**src/rtl/fetch_pkg.sv**
```systemverilog
// fetch_pkg: shared types and constants for the instruction-fetch front end
package fetch_pkg;
  typedef enum logic [1:0] {IDLE, REQ, WAIT, FAULT} state_t;
  localparam int WORDSIZE_DEF = 64;
  localparam int INSTRUCTION_SIZE_DEF = 32;
  localparam int INSTR_BYTES = INSTRUCTION_SIZE_DEF / 8;
  typedef struct packed {
    logic [WORDSIZE_DEF-1:0] pc;
    logic [INSTRUCTION_SIZE_DEF-1:0] instr;
  } entry_t;
  function automatic int instr_bytes(input int isize);
    return isize / 8;
  endfunction
endpackage

```
**src/rtl/fetch_queue.sv**
```systemverilog
// fetch_queue: synchronous FIFO with flush; flush beats push and pop
module fetch_queue #(
  parameter int DEPTH = 4,
  parameter int W = 96
) (
  input  logic                       clk,
  input  logic                       rst,
  input  logic                       push,
  input  logic [W-1:0]               din,
  input  logic                       pop,
  input  logic                       flush,
  output logic [W-1:0]               dout,
  output logic [$clog2(DEPTH):0]     count,
  output logic                       full,
  output logic                       empty
);
  localparam int AW = $clog2(DEPTH);
  logic [W-1:0] mem [DEPTH];
  logic [AW-1:0] wr_q, wr_d, rd_q, rd_d;
  logic [AW:0] cnt_q, cnt_d;
  logic do_push, do_pop;
  always_comb begin
    full = cnt_q == (AW+1)'(DEPTH);
    empty = cnt_q == '0;
    do_push = push && !full && !flush;
    do_pop = pop && !empty && !flush;
    wr_d = flush ? '0 : wr_q + AW'(do_push);
    rd_d = flush ? '0 : rd_q + AW'(do_pop);
    cnt_d = flush ? '0 : cnt_q + (AW+1)'(do_push) - (AW+1)'(do_pop);
    dout = mem[rd_q];
    count = cnt_q;
  end
  always_ff @(posedge clk or posedge rst)
    if (rst) begin
      wr_q <= '0;
      rd_q <= '0;
      cnt_q <= '0;
    end else begin
      wr_q <= wr_d;
      rd_q <= rd_d;
      cnt_q <= cnt_d;
    end
  always_ff @(posedge clk)
    if (do_push) mem[wr_q] <= din;
endmodule

```
**src/rtl/fetch_unit.sv**
```systemverilog
// fetch_unit: fetch PC, one-outstanding imem requester, prefetch queue and redirect handling
module fetch_unit
  import fetch_pkg::*;
#(
  parameter int WORDSIZE = 64,
  parameter int INSTRUCTION_SIZE = 32,
  parameter int QUEUE_DEPTH = 4,
  parameter logic [WORDSIZE-1:0] RESET_PC = '0
) (
  input  logic                        clk,
  input  logic                        rst,
  output logic                        imem_req_valid,
  output logic [WORDSIZE-1:0]         imem_req_addr,
  input  logic                        imem_req_ready,
  input  logic                        imem_resp_valid,
  input  logic [INSTRUCTION_SIZE-1:0] imem_resp_instr,
  input  logic                        redirect_valid,
  input  logic [WORDSIZE-1:0]         redirect_target,
  output logic                        instr_valid,
  output logic [INSTRUCTION_SIZE-1:0] instr,
  output logic [WORDSIZE-1:0]         instr_pc,
  input  logic                        instr_ready,
  output logic                        fetch_fault
);
  localparam int AW = $clog2(QUEUE_DEPTH);
  localparam int EW = WORDSIZE + INSTRUCTION_SIZE;
  localparam int STEP = instr_bytes(INSTRUCTION_SIZE);
  state_t state_q, state_d;
  logic [WORDSIZE-1:0] fetch_pc_q, fetch_pc_d;
  logic out_q, out_d, drop_q, drop_d;
  logic [AW:0] q_count;
  logic q_full, q_empty;
  logic [EW-1:0] q_head;
  logic hs, resp, redir, aligned, out_now, push, pop;
  always_comb begin
    imem_req_valid = state_q == REQ && !q_full &&
                     ({1'b0, q_count} + (AW+2)'(out_q) < (AW+2)'(QUEUE_DEPTH));
    imem_req_addr = fetch_pc_q;
    hs = imem_req_valid && imem_req_ready;
    resp = imem_resp_valid && out_q;
    redir = redirect_valid && state_q != IDLE;
    aligned = redirect_target[1:0] == 2'b00;
    out_now = hs || (out_q && !resp);
    push = state_q == WAIT && resp && !drop_q;
    instr_valid = !q_empty;
    instr = q_empty ? '0 : q_head[INSTRUCTION_SIZE-1:0];
    instr_pc = q_empty ? '0 : q_head[EW-1 -: WORDSIZE];
    pop = instr_valid && instr_ready;
    fetch_fault = state_q == FAULT;
    state_d = state_q;
    fetch_pc_d = fetch_pc_q;
    out_d = out_now;
    drop_d = drop_q && !resp;
    // a request still in flight after this edge must have its response discarded
    if (redir) begin
      state_d = !aligned ? FAULT : out_now ? WAIT : REQ;
      fetch_pc_d = aligned ? redirect_target : fetch_pc_q;
      drop_d = out_now;
    end else if (state_q == IDLE) state_d = REQ;
    else if (hs) begin
      state_d = WAIT;
      fetch_pc_d = fetch_pc_q + WORDSIZE'(STEP);
    end else if (state_q == WAIT && resp) state_d = REQ;
  end
  always_ff @(posedge clk or posedge rst)
    if (rst) begin
      state_q <= IDLE;
      fetch_pc_q <= RESET_PC;
      out_q <= 1'b0;
      drop_q <= 1'b0;
    end else begin
      state_q <= state_d;
      fetch_pc_q <= fetch_pc_d;
      out_q <= out_d;
      drop_q <= drop_d;
    end
  fetch_queue #(.DEPTH(QUEUE_DEPTH), .W(EW)) u_queue (
    .clk(clk),
    .rst(rst),
    .push(push),
    .din({fetch_pc_q - WORDSIZE'(STEP), imem_resp_instr}),
    .pop(pop),
    .flush(redir),
    .dout(q_head),
    .count(q_count),
    .full(q_full),
    .empty(q_empty)
  );
endmodule

```
**config.mk**
```make
export PLATFORM = sky130hd
export DESIGN_NAME = fetch_unit
export DESIGN_NICKNAME = d
export VERILOG_FILES = /design/src/rtl/fetch_pkg.sv /design/src/rtl/fetch_queue.sv /design/src/rtl/fetch_unit.sv
export SDC_FILE = /design/constraint.sdc
export NUM_CORES = 1
export LEC_CHECK = 0
export CAP_MARGIN = 20
export CORE_UTILIZATION = 43
export CTS_CLUSTER_SIZE = 16
export DETAILED_ROUTE_END_ITERATION = 7
export GPL_TIMING_DRIVEN = 0
export HOLD_SLACK_MARGIN = 0.12
export PLACE_DENSITY_LB_ADDON = 0.08
export RECOVER_POWER = 50
export SYNTH_ARGS = -nofsm -noshare
export SYNTH_HDL_FRONTEND = slang
export SYNTH_SLANG_ARGS = --single-unit
export TNS_END_PERCENT = 50
```
**constraint.sdc**
```tcl
create_clock -name clk -period 10.7 [get_ports clk]
set_input_delay 2.14 -clock clk [delete_from_list [all_inputs] [get_ports clk]]
set_output_delay 2.14 -clock clk [all_outputs]
set_load 0.005 [all_outputs]
```
==> results.cfg <==
[pwr]
power_per_cell_area_mw_per_mm2 = 226
vdd.ir_drop.worst_mv = 0.116
leakage_uw = 0.00839

[clock_network]
cts_setup_buffers = 0
clkSlewWorstSetupHoldPaths_ns = 0.06
htreeDepth = 2
clock_tree.root_cell = sky130_fd_sc_hd__clkbuf_16
cts_resized = 0
tritoncts = built
cts-buffers-inserted = 49
clock-sinks = 459
insertion_delay_ns = 0.60
cts_hold_buf = 0
cts_buffer_depth = 3

[placed_design]
port_buffers = 263
final_hpwl_dp_mm = 43.9
gp_congestion = 0.929

[critical_path]
worstPathRequired_ns = 8.56
worst-r2r-setup-slack_ns = 5.77
critical_path_arrival_ns = 4.22
setup.worst_path.start_class = flip-flop
critPathMaxFanout = 10
crit_type = reg2out
worstSetupEndpointType = primary output

[detailed_routing]
number_of_routed_nets_with_antenna_violations = 0
dr.pass1.iters = 6
post-route-drc-count = 0
drt_wl_total_mm = 62.9
via_count = 14400
wl_per_cell_um = 25.8
1st_iter_drt_viols = 1240
vias_per_cell = 5.88

[sta]
setup_viol = 0
min_period_over_period_pct = 59.4
timing_max_transition_violations_final = 69
fmaxAchievable_mhz = 157
fin_worst_skew_ns = 0.0245
hold_slack_ns = 0.521
worst-slew-pin-transition_ns = 3.07
timing.setup.tns_ns = 0
fin_crit_ns = 6.36
slew_headroom_pct = -105
hold_violations = 0
grt_setup_unrepaired = false

[finish]
final_cell_mix = sky130_fd_sc_hd__edfxtp_1 (384), sky130_fd_sc_hd__clkdlybuf4s50_1 (166), sky130_fd_sc_hd__clkbuf_1 (118)
flow.area_growth_from_synthesis_pct = 25.1
final_common_cell = sky130_fd_sc_hd__edfxtp_1
final_core_util_pct = 54.7
layout.nets = 1895
final_layout_size_suffix_gt1_share_pct = 11.0

[global_routing]
antenna_found_initial = 1
grt_overflow = 0
grt_max_degree = 54
first_global_vias = 14400
first_pass_grt_wire_length_mm = 92.6
grt_usage_pct = 25.4

[synthesis]
ys_warn_count = 0
postSynthCellCount = 1455
share_of_the_synthesized_area_in_the_top_cell_type_pct = 55.0
syn_area_mm2 = 0.0210
synth_seq_area_share_pct = 63.9
netlist-cell-type-count = 68
syn_nets = 1565
ys_seq_elements = 459
synth-async-reset-ratio_pct = 16.3
synth_top_cell_by_area = sky130_fd_sc_hd__edfxtp_1
synth_top_flop_cell = sky130_fd_sc_hd__edfxtp_1
avgSynthCellArea_um2 = 14.4
synth_edf_count = 384
synth.top_cells.by_area = sky130_fd_sc_hd__edfxtp_1 (55%), sky130_fd_sc_hd__mux4_2 (10%), sky130_fd_sc_hd__dfrtp_1 (8.9%)

[status]
failed_checks = capacitance limit, slew limit
status = finished with violations

[floorplanning]
floorplan.initialDensity_pct = 43.8
fp.coreArea_mm2 = 0.0479
floorplan.die.height_um = 223
dieWidth_um = 223
number_of_core_rows = 80
top_level_ports = 265
die_area_mm2 = 0.0497

[flow_run]
drv.max_cap_violation_count = 3

[min_path]
min_path_type = reg2reg
-- routing by layer --
metal  vias up  GRT usage (%)  part of all wire [%]
met3       115           5.03                   7.1
met5         -              0                     0
met4         0           8.05                   3.1
met2       604           40.5                    47
met1      7305           35.3                    43
li1       6331              -                     -
-- layout make-up --
class,instances,area (um2)
inverter,14,53.8
clock buffer,65,1310
clock inverter,26,285
sequential,459,13400
timing repair buffer,279,2920
antenna,1,2.50
tap,615,769
fill,4112,21700
buffer,122,485
multi-input combinational,860,7010
-- path summary, 6_finish.rpt --
kind / startpoint / endpoint / cells past startpoint
min reg2reg: drop_q$_DFF_PP0_ / drop_q$_DFF_PP0_ / 2
min: drop_q$_DFF_PP0_ / drop_q$_DFF_PP0_ / 2
min in group asynchronous: rst / u_queue.count[0]$_DFF_PP0_ / 2
max in group asynchronous: rst / imem_req_addr[41]$_DFFE_PP0P_ / 3
max: u_queue.rd_q[0]$_DFF_PP0_ / instr_pc[45] / 6
max reg2reg: imem_req_addr[9]$_DFFE_PP0P_ / u_queue.mem[0][73]$_DFFE_PP_ / 8
-- stage by stage --
stage	instance area, um2	setup slack [ns]	std cells	power, uW
5_1_grt	26200	4.00	2440	6180
6_report	26200	4.34	2441	5920
2_1_floorplan	21000	2.65	1455	3270
3_3_place_gp	24400	-1.54	2333	4280
4_1_cts	26300	4.22	2440	6010
3_5_place_dp	24700	4.85	2349	4310
-- flip-flops by register name, summed over array words and instances (netlist names) --
signal	count
u_queue.count	3
drop_q	1
state_q	2
imem_req_addr	64
out_q	1
u_queue.rd_q	2
u_queue.wr_q	2
u_queue.mem	384
-- cell families (layout without fill, tap and decap cells) --
logic type / Yosys count / after routing / synth area share (%)
AOI/OAI and AO/OA: 179 / 179 / 5.84
DFF: 459 / 459 / 63.9
buffers and inverters: 136 / 506 / 2.62
other: 0 / 1 / 0
xor gates and xnor gates: 61 / 61 / 2.55
adders and majority gates: 8 / 8 / 0.513
muxes: 110 / 110 / 11.0
and+or+nand+nor: 502 / 502 / 13.6
-- critical path, cell delays in order (launching register included) --
cell,delay [ns]
sky130_fd_sc_hd__dfrtp_1,0.35
sky130_fd_sc_hd__clkbuf_1,0.48
sky130_fd_sc_hd__buf_1,0.77
sky130_fd_sc_hd__buf_1,0.77
sky130_fd_sc_hd__mux4_2,0.62
sky130_fd_sc_hd__and2_1,0.18
sky130_fd_sc_hd__clkdlybuf4s50_1,0.44
-- power by group --
| part | total (uW) | internal [uW] | switching (uW) |
|---|---|---|---|
| registers | 2320 | 2160 | 153 |
| logic | 1910 | 878 | 1040 |
| clock network | 1700 | 985 | 711 |
| total | 5920 | 4030 | 1900 |
-- cells in the mapped netlist, types with 6 or more instances --
master,instances
sky130_fd_sc_hd__edfxtp_1,384
sky130_fd_sc_hd__and2_1,114
sky130_fd_sc_hd__clkbuf_1,98
sky130_fd_sc_hd__mux4_2,96
sky130_fd_sc_hd__nor2_1,77
sky130_fd_sc_hd__dfrtp_1,75
sky130_fd_sc_hd__nand2_1,61
sky130_fd_sc_hd__nand3_1,55
sky130_fd_sc_hd__xnor2_1,45
sky130_fd_sc_hd__nand4_1,44
sky130_fd_sc_hd__a21oi_1,40
sky130_fd_sc_hd__o21ai_0,29
sky130_fd_sc_hd__nor3_1,28
sky130_fd_sc_hd__or3_1,22
sky130_fd_sc_hd__nor4_1,21
sky130_fd_sc_hd__and3_1,19
sky130_fd_sc_hd__o211ai_1,16
sky130_fd_sc_hd__xor2_1,16
sky130_fd_sc_hd__a31oi_1,14
sky130_fd_sc_hd__inv_1,14
sky130_fd_sc_hd__mux2i_1,14
sky130_fd_sc_hd__or4_1,14
sky130_fd_sc_hd__buf_1,13
sky130_fd_sc_hd__o22a_1,12
sky130_fd_sc_hd__o22ai_1,12
sky130_fd_sc_hd__a2bb2oi_1,9
sky130_fd_sc_hd__nand2b_1,9
sky130_fd_sc_hd__ha_1,7
sky130_fd_sc_hd__nand4b_1,6
sky130_fd_sc_hd__o311ai_0,6
Power figures use the tool's default switching activity.
